--- src/rtl/traffic_phase_timer.sv ---
// ---------------------------------------------------------------------------
// traffic_phase_timer
//
// Round-robin phase sequencer for NUM_DIR traffic approaches. Each served
// approach runs GREEN -> YELLOW -> ALLRED with programmable durations.
// Approaches with no demand are skipped, and the sequencer parks in IDLE
// when nobody is asking.
//
// State table:
//   state     | meaning
//   ----------+-------------------------------------------------------
//   PH_IDLE   | no approach served, waiting for demand on an enable tick
//   PH_GREEN  | approach curr_dir has green (setbit one-hot)
//   PH_YELLOW | approach curr_dir has yellow (yellow one-hot)
//   PH_ALLRED | clearance interval, all approaches red
//
// Ports:
//   clk         in   system clock, rising edge
//   reset       in   synchronous active-high reset
//   enable      in   tick qualifier; nothing advances when low
//   load        in   latch green_len/yellow_len/allred_len
//   green_len   in   green duration in ticks (0 behaves as 1)
//   yellow_len  in   yellow duration in ticks (0 behaves as 1)
//   allred_len  in   all-red duration in ticks (0 behaves as 1)
//   demand      in   per-approach request, 0 = skip
//   setbit      out  one-hot green select
//   yellow      out  one-hot yellow select
//   curr_dir    out  index of the approach being served
//   phase       out  00 IDLE, 01 GREEN, 10 YELLOW, 11 ALLRED
//   remaining   out  ticks left in the current phase minus one
//   phase_done  out  one-cycle pulse on the edge that ends a phase
//   cycle_done  out  one-cycle pulse when service wraps to a lower/equal index
// ---------------------------------------------------------------------------
module traffic_phase_timer #(
    parameter int NUM_DIR    = 4,
    parameter int CNT_W      = 8,
    parameter int GREEN_DEF  = 20,
    parameter int YELLOW_DEF = 3,
    parameter int ALLRED_DEF = 1
) (
    input  logic                       clk,
    input  logic                       reset,
    input  logic                       enable,
    input  logic                       load,
    input  logic [CNT_W-1:0]           green_len,
    input  logic [CNT_W-1:0]           yellow_len,
    input  logic [CNT_W-1:0]           allred_len,
    input  logic [NUM_DIR-1:0]         demand,
    output logic [NUM_DIR-1:0]         setbit,
    output logic [NUM_DIR-1:0]         yellow,
    output logic [$clog2(NUM_DIR)-1:0] curr_dir,
    output logic [1:0]                 phase,
    output logic [CNT_W-1:0]           remaining,
    output logic                       phase_done,
    output logic                       cycle_done
);

    localparam int DIR_W = $clog2(NUM_DIR);
    localparam logic [DIR_W:0] NUM_DIR_W = (DIR_W+1)'(NUM_DIR);

    typedef enum logic [1:0] {
        PH_IDLE   = 2'b00,
        PH_GREEN  = 2'b01,
        PH_YELLOW = 2'b10,
        PH_ALLRED = 2'b11
    } phase_e;

    phase_e             state_q, state_d;
    logic [DIR_W-1:0]   dir_q, dir_d;
    logic [CNT_W-1:0]   rem_q, rem_d;
    logic [CNT_W-1:0]   green_len_q, green_len_d;
    logic [CNT_W-1:0]   yellow_len_q, yellow_len_d;
    logic [CNT_W-1:0]   allred_len_q, allred_len_d;
    logic [NUM_DIR-1:0] setbit_q, setbit_d;
    logic [NUM_DIR-1:0] yellow_q, yellow_d;
    logic               phase_done_q, phase_done_d;
    logic               cycle_done_q, cycle_done_d;

    // Counter preload values; a programmed length of 0 runs as 1 tick.
    logic [CNT_W-1:0] green_init, yellow_init, allred_init;

    assign green_init  = (green_len_q  == '0) ? '0 : green_len_q  - CNT_W'(1);
    assign yellow_init = (yellow_len_q == '0) ? '0 : yellow_len_q - CNT_W'(1);
    assign allred_init = (allred_len_q == '0) ? '0 : allred_len_q - CNT_W'(1);

    // Round-robin search. From IDLE the current index itself is eligible
    // first; from ALLRED the search starts one past it and reaches the
    // current index last, so a lone requester gets re-served.
    logic [DIR_W:0]   start_w;
    logic [DIR_W:0]   idx_w;
    logic             found;
    logic [DIR_W-1:0] pick;

    always_comb begin
        start_w = {1'b0, dir_q};
        if (state_q != PH_IDLE) begin
            start_w = {1'b0, dir_q} + (DIR_W+1)'(1);
            if (start_w >= NUM_DIR_W) begin
                start_w = '0;
            end
        end
        idx_w = '0;
        found = 1'b0;
        pick  = dir_q;
        // Descending walk so the closest requester overwrites farther ones.
        for (int k = NUM_DIR - 1; k >= 0; k--) begin
            idx_w = start_w + (DIR_W+1)'(k);
            if (idx_w >= NUM_DIR_W) begin
                idx_w = idx_w - NUM_DIR_W;
            end
            if (demand[idx_w[DIR_W-1:0]]) begin
                found = 1'b1;
                pick  = idx_w[DIR_W-1:0];
            end
        end
    end

    always_comb begin
        state_d      = state_q;
        dir_d        = dir_q;
        rem_d        = rem_q;
        phase_done_d = 1'b0;
        cycle_done_d = 1'b0;
        green_len_d  = load ? green_len  : green_len_q;
        yellow_len_d = load ? yellow_len : yellow_len_q;
        allred_len_d = load ? allred_len : allred_len_q;

        if (enable) begin
            case (state_q)
                PH_IDLE: begin
                    if (found) begin
                        state_d = PH_GREEN;
                        dir_d   = pick;
                        rem_d   = green_init;
                    end
                end
                PH_GREEN: begin
                    if (rem_q == '0) begin
                        phase_done_d = 1'b1;
                        state_d      = PH_YELLOW;
                        rem_d        = yellow_init;
                    end else begin
                        rem_d = rem_q - CNT_W'(1);
                    end
                end
                PH_YELLOW: begin
                    if (rem_q == '0) begin
                        phase_done_d = 1'b1;
                        state_d      = PH_ALLRED;
                        rem_d        = allred_init;
                    end else begin
                        rem_d = rem_q - CNT_W'(1);
                    end
                end
                PH_ALLRED: begin
                    if (rem_q == '0) begin
                        phase_done_d = 1'b1;
                        if (found) begin
                            state_d      = PH_GREEN;
                            dir_d        = pick;
                            rem_d        = green_init;
                            cycle_done_d = (pick <= dir_q);
                        end else begin
                            state_d = PH_IDLE;
                            rem_d   = '0;
                        end
                    end else begin
                        rem_d = rem_q - CNT_W'(1);
                    end
                end
                default: begin
                    state_d = PH_IDLE;
                    rem_d   = '0;
                end
            endcase
        end

        // Selects are decoded from the next state so they stay registered.
        setbit_d = '0;
        yellow_d = '0;
        if (state_d == PH_GREEN) begin
            setbit_d = NUM_DIR'(1) << dir_d;
        end
        if (state_d == PH_YELLOW) begin
            yellow_d = NUM_DIR'(1) << dir_d;
        end
    end

    always_ff @(posedge clk) begin
        if (reset) begin
            state_q      <= PH_IDLE;
            dir_q        <= '0;
            rem_q        <= '0;
            green_len_q  <= CNT_W'(GREEN_DEF);
            yellow_len_q <= CNT_W'(YELLOW_DEF);
            allred_len_q <= CNT_W'(ALLRED_DEF);
            setbit_q     <= '0;
            yellow_q     <= '0;
            phase_done_q <= 1'b0;
            cycle_done_q <= 1'b0;
        end else begin
            state_q      <= state_d;
            dir_q        <= dir_d;
            rem_q        <= rem_d;
            green_len_q  <= green_len_d;
            yellow_len_q <= yellow_len_d;
            allred_len_q <= allred_len_d;
            setbit_q     <= setbit_d;
            yellow_q     <= yellow_d;
            phase_done_q <= phase_done_d;
            cycle_done_q <= cycle_done_d;
        end
    end

    assign setbit     = setbit_q;
    assign yellow     = yellow_q;
    assign curr_dir   = dir_q;
    assign phase      = state_q;
    assign remaining  = rem_q;
    assign phase_done = phase_done_q;
    assign cycle_done = cycle_done_q;

endmodule

--- config.mk ---
export PLATFORM = sky130hd
export DESIGN_NAME = traffic_phase_timer
export DESIGN_NICKNAME = d
export VERILOG_FILES = /design/src/rtl/traffic_phase_timer.sv
export SDC_FILE = /design/constraint.sdc
export NUM_CORES = 1
export LEC_CHECK = 0
export CAP_MARGIN = 25
export CORE_UTILIZATION = 40
export DETAILED_ROUTE_END_ITERATION = 8
export GPL_TIMING_DRIVEN = 0
export PLACE_DENSITY = 0.63
export SLEW_MARGIN = 20
export SYNTH_ARGS = -nofsm -noshare
export SYNTH_HDL_FRONTEND = slang
export SYNTH_SLANG_ARGS = --single-unit
--- constraint.sdc ---
create_clock -name clk -period 2.95 [get_ports clk]
set_input_delay 0.4425 -clock clk [delete_from_list [all_inputs] [get_ports clk]]
set_output_delay 0.4425 -clock clk [all_outputs]
set_load 0.02 [all_outputs]
# Yosys cells after proc, flatten, opt, wreduce, memory -nomap -nowiden
# Index checks and enable logic that the tools add are counted.
[op_classes] reduce_logical=12 shifts=1 n_mux=43 mul=0 eq_ne=6 add_sub_neg=12 bitwise=7 div_mod_pow=0 magnitude_cmp=10
[op_table] operator="$mux W8" n=8
[op_table] operator="$logic_not A8 Y1" n=4
[op_table] operator="$mux W2" n=16
[op_table] operator="$pmux W8 S4" n=1
[op_table] operator="$sub A8 B1 Y8 const B" n=4
[op_table] operator="$ge A3 B3 Y1 const B" n=5
[op_table] operator="$lt A2 B3 Y1 const B" n=4
[op_table] operator="$mux W1" n=10
[op_table] operator="$bmux W1 S2" n=4
[op_table] operator="$pmux W2 S4" n=1
[op_table] operator="$sub A2 B1 Y2 const B" n=4
[op_table] operator="$not A1 Y1" n=7
[op_table] operator="$add A3 B2 Y3 const B" n=2
[op_table] operator="$eq A2 B2 Y1 const B" n=3
[op_table] operator="$mux W3" n=2
[op_table] operator="$reduce_or A3 Y1" n=2
[op_table] operator="$reduce_or A5 Y1" n=1
[op_table] operator="$eq A2 B1 Y1 const B" n=2
[op_table] operator="$pmux W2 S2" n=1
[op_table] operator="$reduce_or A2 Y1" n=2
[op_table] operator="$shl A1 B2 Y4 const A" n=1
[op_table] operator="$add A2 B1 Y3 const B" n=1
[op_table] operator="$add A3 B1 Y3 const B" n=1
[op_table] operator="$le A2 B2 Y1" n=1
[op_table] operator="4 further kinds" n=4
[word_totals] n_memories=0 register_bits=46 output_inout_bits=22 inputBits=32 mem_bits_rw=0 romBits=0 latch_bits=0

# Depth between registers and ports, before layout
# Gate-level depths: netlist (run 1).
[logic_depth] word_depth=20 ltp_mapped=13 depth_no_buf=12

# Worst setup path before layout (run 1)
# No wires, ideal clock.
[synth_timing] path_kind="register -> register" from="register state_q[0], in the netlist phase[0]" to="register cycle_done_q, in the netlist cycle_done" setup_ns=0.125 t_arrival_ns=2.478 t_required_ns=2.825 stages_incl_launch_ff=11 slack_ns=0.347 path_cell_list="dfxtp_1 inv_1 ha_1 or3_4 and2_4 or3b_4 a31oi_4 nor3_1 ha_1 a21oi_1 nor4_1"
[synth_between] elab_chain_len=13 elab_cells_between_ends=38
[synth_lines] element="start: declaration" line_no="68" source="phase_e state_q, state_d;"
[synth_lines] element="start signal: assignment" line_no="202" source="state_q <= state_d;"
[synth_lines] element="branches (longest 13 deep; another with $add A3 B2 Y3)"
[synth_lines] element="end signal: assignment" line_no="211" source="cycle_done_q <= cycle_done_d;"
[synth_lines] element="end: declaration" line_no="77" source="logic cycle_done_q, cycle_done_d;"
# Several ways; the timed one is not identified. The select of a mux whose other input is x is not followed.
# A chain may end at the register's enable or synchronous reset.

# Worst setup path after layout (run 1)
[layout_timing] from="register state_q[1], in the netlist phase[1]" to="register cycle_done_q, in the netlist cycle_done"
# Same word-level chain as after synthesis.

==> metrics, run 1 <==
outcome completed; CP max FO 6; switch share 33.9%; clock network power share 26.3%; Synth Area in Compound Gates 23.7%; Pwr Total 1770 uW; Critical Path, Cell by Cell inv_1, ha_1, nor4_1, a221oi_4, and3_1, o2111a_1, nor3_1, ha_1, inv_1, a21oi_1, a21oi_1, nor4_1; Sequential Power Share 40.1%; CP max stage delay 0.49 ns; startpoint types flop; share of flip-flops with an asynchronous set or reset 0%; chip width 90.7 um; synth top area cells dfxtp_1 (29%), mux2i_1 (8.6%), nor2_1 (4.9%), ha_1 (4.4%), a21oi_1 (4.3%); Arrival @ worst endpoint 2.96 ns; Slowest cell on crit path nor4_1; Pre-Repair DR Iteration Count 5; Final period util 93.7%; first-pass GRT wire length 13900 um; Mapped Cells 386; Post-Place Cells 533; max_slew headroom 43.9%; GPL Wtd Cong 0.859; gr usage total 20.6%; xor and xnor area share after synthesis 3.06%; CTS tree done; # H-tree levels 2; Tightest Pin Transition 0.833 ns; r2r setup slk 0.19 ns; Internal 1170 uW; Num CTS Buffers 5; DR WL/cell 15.4 um; leakage 0.00148 uW; ant diodes 0; post-cts hold buffer count 0; routed vias/inst 5.63; initial DRC count 247; NetSw 598 uW; filler-free cell count of the finished design 541; post-route ant nets 0; Clock Latency Late Sink 0.30 ns; Filler Cell Count 732; ys flop type dfxtp_1; multiplexer share of the synthesized area 8.94%; WS Path Type reg -> reg; Longest Clk Path Bufs 2; vias in the first global route 2836; Hold Vio Cnt, Final 0; CTS clock-pin slew for the worst setup and hold paths 0.09 ns; largest family of logic cells by synthesized area simple AND/OR/NAND/NOR gates; yosys warns 0; design area 0.00389 mm2; drt drc 0; Site Rows 31; synth cell count leaders dfxtp_1 (46), nor2_1 (41), a21oi_1 (27), mux2i_1 (27); largest net degree at the start of global routing 14; power density cells 455 mW/mm2; P&R area growth vs syn 23.4%; Worst Hold Class reg -> reg; via count 3048; Setup-failing EPs final 0; count leader, synth dfxtp_1; EDFF count, synth 0; clock root buffer clkbuf_8; Total Neg Setup Slack 0 ns; drt total wl 8330 um; FMAX 0.362 GHz; initial antenna violation count 0; Syn Std Cell Area 0.00315 mm2; post-DP HPWL 6360 um; peak supply drop 0.295 mV; gr ovfl total 0; num ports 54; Post-Synth Simple-Gate Area 26.0%; CTS sink cnt 46; Clock Skew 0.0121 ns; pre-CTS setup slack 0.129 ns; Distinct cells, synth 74; Die ar. 0.00823 mm2; IO Port Bufs 48; Logic pwr share 33.6%; register bit count reported by yosys 46; Max-Cap Viols 0; crit end category flop; Synth area leader dfxtp_1; minimum clock period 2.76 ns; Post-Syn Nets 429; Chip Height 90.7 um; Setup WS post-layout 0.186 ns; share of the synthesized area in the top cell type 29.2%; Nets 484; Avg Cell Area, Syn 8.16 um2; Core ar. 0.00745 mm2; Cell Area, Placed 0.00375 mm2; Initial Util 42.3%; adder-cell share of the synthesized area 4.37%; layout cell share with drive strength beyond 1 9.28%; Slew Viols, Final 0; sequential share of the synthesized area 29.2%; Worst EP required 3.14 ns
-- power by group through the flow --
stage | combinational [uW] | clock [uW] | sequential (uW)
5_1_grt | 649 | 503 | 716
3_3_place_gp | 570 | 0 | 721
4_1_cts | 576 | 474 | 708
3_5_place_dp | 573 | 0 | 722
6_report | 594 | 464 | 709
2_1_floorplan | 383 | 0 | 732
-- metrics by stage --
stage / util (%) / hold WS, ns
final: 52.2 / 0.548
after detailed placement: 50.4 / 0.539
after floorplan: - / 0.497
after CTS: 51.8 / 0.554
after global placement: 50.4 / 0.534
after global routing: 52.2 / 0.578
-- registers in the layout, indices dropped and copies added, names as in the netlist --
signal        count
allred_len_q      8
curr_dir          2
cycle_done        1
green_len_q       8
phase             2
phase_done        1
remaining         8
setbit            4
yellow            4
yellow_len_q      8
-- layer usage --
metal	global-route usage (%)	vias up	share of wire, %
met5	0	-	0
met4	5.24	0	1.5
met3	3.70	16	6.1
met2	33.1	116	46
met1	28.1	1385	47
li1	-	1531	-
-- final timing paths --
path / startpoint / end / cells past startpoint
max: phase[1] / cycle_done / 12
min: yellow_len_q[1] / yellow_len_q[1] / 2
max reg2reg: phase[1] / cycle_done / 12
min reg2reg: yellow_len_q[1] / yellow_len_q[1] / 2
-- layout make-up --
type | count | area [um2] | area share (%)
plain buffers | 15 | 66.3 | 1.71
clock buffers | 7 | 76.3 | 1.96
clock inverters | 1 | 30.0 | 0.773
inverters | 22 | 86.3 | 2.22
multi-input cells | 303 | 2100 | 54.1
flip-flops and latches | 46 | 922 | 23.7
well taps | 99 | 124 | 3.19
repair buffers | 48 | 480 | 12.4
-- critical path, delay by kind of cell (launching register included) --
| kind | cells | cell delay (ns) |
|---|---|---|
| AND/OR/NAND/NOR | 4 | 1.07 |
| AO/OA/AOI/OAI | 4 | 0.60 |
| adder cells (fa/ha/maj) | 2 | 0.45 |
| flip-flops | 1 | 0.41 |
| buffers and inverters | 2 | 0.14 |
-- placed cells by master (no fill, tap or decap), types with 3 or more instances in the layout --
| cell type | instances |
|---|---|
| a21oi_1 | 27 |
| a221oi_1 | 5 |
| a31oi_1 | 7 |
| and2_1 | 4 |
| and3_1 | 3 |
| buf_2 | 5 |
| clkbuf_1 | 10 |
| clkbuf_8 | 5 |
| clkdlybuf4s50_1 | 48 |
| dfxtp_1 | 45 |
| ha_1 | 11 |
| inv_1 | 21 |
| mux2i_1 | 27 |
| nand2_1 | 26 |
| nand2b_1 | 4 |
| nand3_1 | 6 |
| nor2_1 | 41 |
| nor2b_1 | 6 |
| nor3_1 | 17 |
| nor3b_1 | 4 |
| nor4_1 | 5 |
| o211ai_1 | 5 |
| o21ai_0 | 26 |
| o22ai_1 | 3 |
| o31ai_1 | 3 |
| or2_2 | 3 |
| or4_4 | 3 |
| xnor2_1 | 5 |
| xor2_1 | 6 |
-- logic make-up (layout without fill, tap and decap cells) --
family | count (synthesis) | in the layout
buf+inv | 37 | 93
mux | 28 | 28
compound gates | 108 | 108
simple gates | 145 | 145
xor+xnor | 11 | 11
flops | 46 | 46
fa+ha+maj | 11 | 11
-- what timing repair did --
item / 4_1_cts / 5_1_grt
resized for setup: 0 / 5
setup buffers: 0 / 0
endpoints found under the setup margin: 0 / 3
Power figures use the tool's default switching activity.
==> run 2, diff against run 1 <==
Settings changed: GPL_ROUTABILITY_DRIVEN from default to 0.
==> run 2 against run 1 <==
  * Critical path depth fell by 2
  * Maximum frequency fell by 0.19%
  * Clock power fell by 17%
  * Power fell by 5.0%
  * Register-to-register slack barely moved
  * Cell count fell by 0.37%
  * Largest power group unchanged
==> metrics, run 2 (same netlist as run 1, synthesis figures left out) <==
DR WL/cell 15.2 um (-0.93%); gr usage total 20.5% (-0.061 points); Worst EP required 3.13 ns (about the same); post-route ant nets 0 (unchanged); setup bufs post-CTS 0 (unchanged); power density cells 437 mW/mm2 (-4.0%); Initial Util 42.3% (unchanged); commonest non-fill, non-tap cell in the layout clkdlybuf4s50_1; most frequent cells in the layout clkdlybuf4s50_1 (48), dfxtp_1 (46), nor2_1 (41); filler-free cell count of the finished design 539 (-0.37%); Chip Height 90.7 um (unchanged); gr ovfl total 0 (unchanged); Pre-Repair DR Iteration Count 4 (-1); leakage 0.00147 uW (-0.72%); first-pass GRT wire length 13800 um (-0.70%); Clock Latency Late Sink 0.30 ns (about the same); CP max FO 5 (-1); CTS tree done; peak supply drop 0.288 mV (-2.3%); layout cell share with drive strength beyond 1 8.86% (-0.41 points); largest net degree at the start of global routing 13 (-1); Logic pwr share 34.7% (+1.1 points); chip width 90.7 um (unchanged); WS Path Type reg -> reg; Clock Skew 0.00574 ns (-0.00638 ns); Die ar. 0.00823 mm2 (unchanged); Max-Cap Viols 0 (unchanged); P&R area growth vs syn 22.1%; IO Port Bufs 48 (unchanged); Post-Place Cells 533 (unchanged); FMAX 0.361 GHz (-0.19%); Hold Vio Cnt, Final 0 (unchanged); Arrival @ worst endpoint 2.95 ns (about the same); RSZ-0062 raised after global routing false; Layout Utilization 51.6% (-0.57 points); Num CTS Buffers 5 (unchanged); Worst Hold Class reg -> reg; via count 3019 (-0.95%); Nets 484 (unchanged); drt total wl 8220 um (-1.3%); Tightest Pin Transition 0.867 ns (+0.0333 ns); minimum clock period 2.77 ns (+0.00527 ns); Slew Viols, Final 0 (unchanged); CTS sink cnt 46 (unchanged); drt drc 0 (unchanged); Longest Clk Path Bufs 2 (unchanged); Sequential Power Share 42.3% (+2.2 points); clock network power share 23.1% (-3.2 points); Site Rows 31 (unchanged); num ports 54 (unchanged); hold depth 2 (unchanged); Total Neg Setup Slack 0 ns (unchanged); Setup-failing EPs final 0 (unchanged); R2R depth 10 (-2); post-cts hold buffer count 0 (unchanged); Internal 1090 uW (-6.5%); vias in the first global route 2742 (-3.3%); post-DP HPWL 6290 um (-1.2%); CTS clock-pin slew for the worst setup and hold paths 0.08 ns (about the same); max_slew headroom 41.7% (-2.2 points); clock root buffer clkbuf_8; NetSw 586 uW (-2.1%); initial antenna violation count 0 (unchanged); Filler Cell Count 756 (+3.3%); initial DRC count 173 (-30%); crit end category flop; startpoint types flop; Setup WS post-layout 0.180 ns (-0.00527 ns); routed vias/inst 5.60 (-0.58%); switch share 34.9% (+1.0 points); # H-tree levels 2 (unchanged); Final period util 93.9% (+0.18 points); Gates resized, CTS repair 0 (unchanged); outcome completed; pre-CTS setup slack 0.0984 ns (-0.0302 ns); ant diodes 0 (unchanged); Core ar. 0.00745 mm2 (unchanged)
-- run 2: per-stage QoR --
step	total power (uW)	instance area, um2	hold slack, ns
after global placement	1290	3750	0.535
after detailed placement	1300	3750	0.524
after floorplan	1110	3150	0.497
after CTS	1680	3840	0.541
final	1680	3840	0.536
after global routing	1780	3840	0.562
-- run 2: worst max-delay path, stage by stage, from the launching register on --
cell	delay, ns
dfxtp_1	0.41
inv_1	0.11
ha_1	0.29
or3_4	0.43
and2_4	0.19
or3b_4	0.40
a31oi_4	0.20
nor3_1	0.09
ha_1	0.29
a21oi_1	0.17
nor4_1	0.07
-- run 2: layer usage --
layer / vias up / track usage (%) / share of wire (%)
met5: - / 0 / 0
met4: 0 / 6.05 / 1.0
met3: 9 / 4.46 / 6.6
met2: 101 / 32.6 / 45
met1: 1374 / 27.5 / 47
li1: 1535 / - / -
-- run 2: power groups by stage --
| stage | Combinational, uW | Sequential [uW] | Clock [uW] |
|---|---|---|---|
| after floorplan | 383 | 732 | 0 |
| after global placement | 568 | 722 | 0 |
| after detailed placement | 573 | 723 | 0 |
| after CTS | 576 | 709 | 397 |
| after global routing | 637 | 717 | 428 |
| final | 582 | 709 | 387 |
-- run 2: final timing paths --
check / start / endpoint / slack (ns)
worst max-delay path: phase[0] / cycle_done / 0.18
worst max register to register: phase[0] / cycle_done / 0.18
worst min-delay path: yellow_len_q[1] / yellow_len_q[1] / 0.54
worst min register to register: yellow_len_q[1] / yellow_len_q[1] / 0.54
-- run 2: final cells by class --
cell class,count,area (um2),area share [%]
Buffer,15,66.3,1.73
Clock buffer,6,82.6,2.15
Inverter,22,86.3,2.25
Multi-Input combinational cell,303,2080,54.2
Sequential cell,46,921,24.0
Tap cell,99,124,3.22
Timing Repair Buffer,48,480,12.5
==> run 3, diff against run 2 <==
Settings changed: CORE_UTILIZATION 40 to 45, PLACE_DENSITY 0.63 to 0.7.
==> run 3 against run 2 <==
  * The run now ends with design-rule violations left
  * Global-route usage rose by 1.8 points
  * Hold slack improved by 0.0018 ns
  * Final area rose by 0.59%
  * Wire length fell by 4.6%
  * Flip-flop and latch count did not move
  * Sequential power barely moved
  * Critical path type unchanged
  * Largest cell class unchanged
  * Largest power group unchanged
  * Highest routed layer unchanged
==> metrics, run 3 (same netlist as run 1, synthesis figures left out) <==
outcome finished, violations left; failing checks design-rule violations; design area 0.00387 mm2 (+0.59%); Critical Path, Cell by Cell inv_1, ha_1, or3_4, a2111oi_1, a211oi_1, o21a_1, ha_1, a21oi_1, a21oi_1, nor4_1; Layout Utilization 56.9% (+5.3 points); chip width 85.7 um (-5.6%); Cell Area, Placed 0.00375 mm2 (about the same); Tightest Pin Transition 0.790 ns (-0.0767 ns); first-pass GRT wire length 13100 um (-5.0%); WS Path Type reg -> reg; routed vias/inst 5.60 (about the same); ant diodes 0 (unchanged); post-cts hold buffer count 0 (unchanged); busiest grt layer met2; CP max FO 5 (unchanged); Reg-to-Reg End cycle_done; IO Port Bufs 48 (unchanged); startpoint types flop; Setup-failing EPs final 0 (unchanged); Arrival @ worst endpoint 3.01 ns (+0.06 ns); Core ar. 0.00679 mm2 (-8.8%); Pwr Total 1670 uW (-0.23%); drt total wl 7840 um (-4.6%); P&R area growth vs syn 22.8%; crit end category flop; Num CTS Buffers 5 (unchanged); max_slew headroom 46.8% (+5.2 points); met2 track demand over resource 38.5% (+5.9 points); # H-tree levels 2 (unchanged); Longest Clk Path Bufs 2 (unchanged); met3 GRT Util 3.37% (-1.1 points); Post-Place Cells 530 (-0.56%); Slew Viols, Final 0 (unchanged); CTS clock-pin slew for the worst setup and hold paths 0.09 ns (about the same); num ports 54 (unchanged); Slowest cell on crit path a2111oi_1; clock root buffer clkbuf_8; leakage 0.00147 uW (-0.31%); r2r setup slk 0.14 ns (-0.04 ns); Final period util 95.2% (+1.3 points); RR Startpoint phase[0]; minimum clock period 2.81 ns (+0.0391 ns); Min-Delay Startpoint yellow_len_q[1]; Setup WS post-layout 0.141 ns (-0.0391 ns); Clock Latency Late Sink 0.30 ns (about the same); CTS tree done; commonest non-fill, non-tap cell in the layout clkdlybuf4s50_1; Pre-Repair DR Iteration Count 7 (+3); peak supply drop 0.215 mV (-25%); CTS sink cnt 46 (unchanged); Worst Hold Class reg -> reg; layout cell share with drive strength beyond 1 9.52% (+0.66 points); filler-free cell count of the finished design 537 (-0.37%); initial antenna violation count 0 (unchanged); drt drc 1 (+1); global routing met1 resource utilization 29.5% (+2.0 points); power density cells 433 mW/mm2 (-0.81%); Clock Skew 0.00872 ns (+0.00298 ns); Hold Vio Cnt, Final 0 (unchanged); via count 3007 (-0.40%); gr usage total 22.3% (+1.8 points); WHS Endpoint yellow_len_q[1]; critical path's top delay family compound AO/OA/AOI/OAI gates; initial DRC count 210 (+21%); gr ovfl total 0 (unchanged); Chip Height 85.7 um (-5.6%); hold depth 2 (unchanged); largest net degree at the start of global routing 15 (+2); Initial Util 46.4% (+4.1 points); Worst Path Buf+Inv 1 (unchanged); Site Rows 30 (-3.2%); post-route ant nets 0 (unchanged); Nets 484 (unchanged); Die ar. 0.00734 mm2 (-11%); pre-CTS setup slack 0.162 ns (+0.0632 ns); Max-Cap Viols 0 (unchanged); vias in the first global route 2725 (-0.62%); FMAX 0.356 GHz (-1.4%); R2R depth 10 (unchanged); post-DP HPWL 6030 um (-4.1%); most frequent cells in the layout clkdlybuf4s50_1 (48), dfxtp_1 (46), nor2_1 (41); CP max stage delay 0.48 ns (+0.05 ns); DR WL/cell 14.6 um (-4.3%); Worst EP required 3.15 ns (+0.02 ns)
==> run 3: tightest hold or removal path, delay by kind of cell, from the launching register on <==
family,cells,cell delay [ns]
AOI/OAI and AO/OA,1,0.08
buffers and inverters,1,0.08
DFF,1,0.34
==> run 3: worst max-delay path by stage <==
stage	start	to	slack [ns]	depth (start not counted)
2_1_floorplan	phase[0]	cycle_done	0.35	10
3_3_place_gp	demand[2]	setbit[2]	0.18	7
5_1_grt	phase[0]	cycle_done	-0.0003	13
4_1_cts	phase[0]	cycle_done	0.14	10
6_report	phase[0]	cycle_done	0.14	10
3_5_place_dp	phase[0]	cycle_done	0.16	13
==> run 3: area by class of cell <==
type | instances | area (um2)
clock buffers | 5 | 68.8
repair buffers | 48 | 480
clock inverters | 2 | 15.0
well taps | 96 | 120
multi-input cells | 303 | 2110
flip-flops and latches | 46 | 921
plain buffers | 15 | 66.3
inverters | 22 | 86.3
fillers | 642 | 2930
==> run 3: routing by layer <==
metal  wire (um)  vias up
met5           0        -
met2        3770       95
met4          67        0
li1            -     1525
met1        3630     1381
met3         375        6
==> run 3: timing repair <==
action / in CTS / in global routing
setup endpoints to repair: 0 / 1
gates resized for setup: 0 / 6
setup buffers: 0 / 0
hold endpoints to repair: 0 / 0
==> run 3: power breakdown <==
part / leakage, uW / total [uW] / internal, uW / switching, uW
Clock: 0.0000362 / 376 / 162 / 214
Sequential: 0.000378 / 708 / 659 / 49.1
Combinational: 0.00105 / 590 / 258 / 333
==> run 3: through the flow <==
step / setup TNS, ns / hold WS (ns)
after global routing: -0.000318 / 0.575
after CTS: 0 / 0.546
after global placement: 0 / 0.527
after detailed placement: 0 / 0.534
after floorplan: 0 / 0.497
final: 0 / 0.538
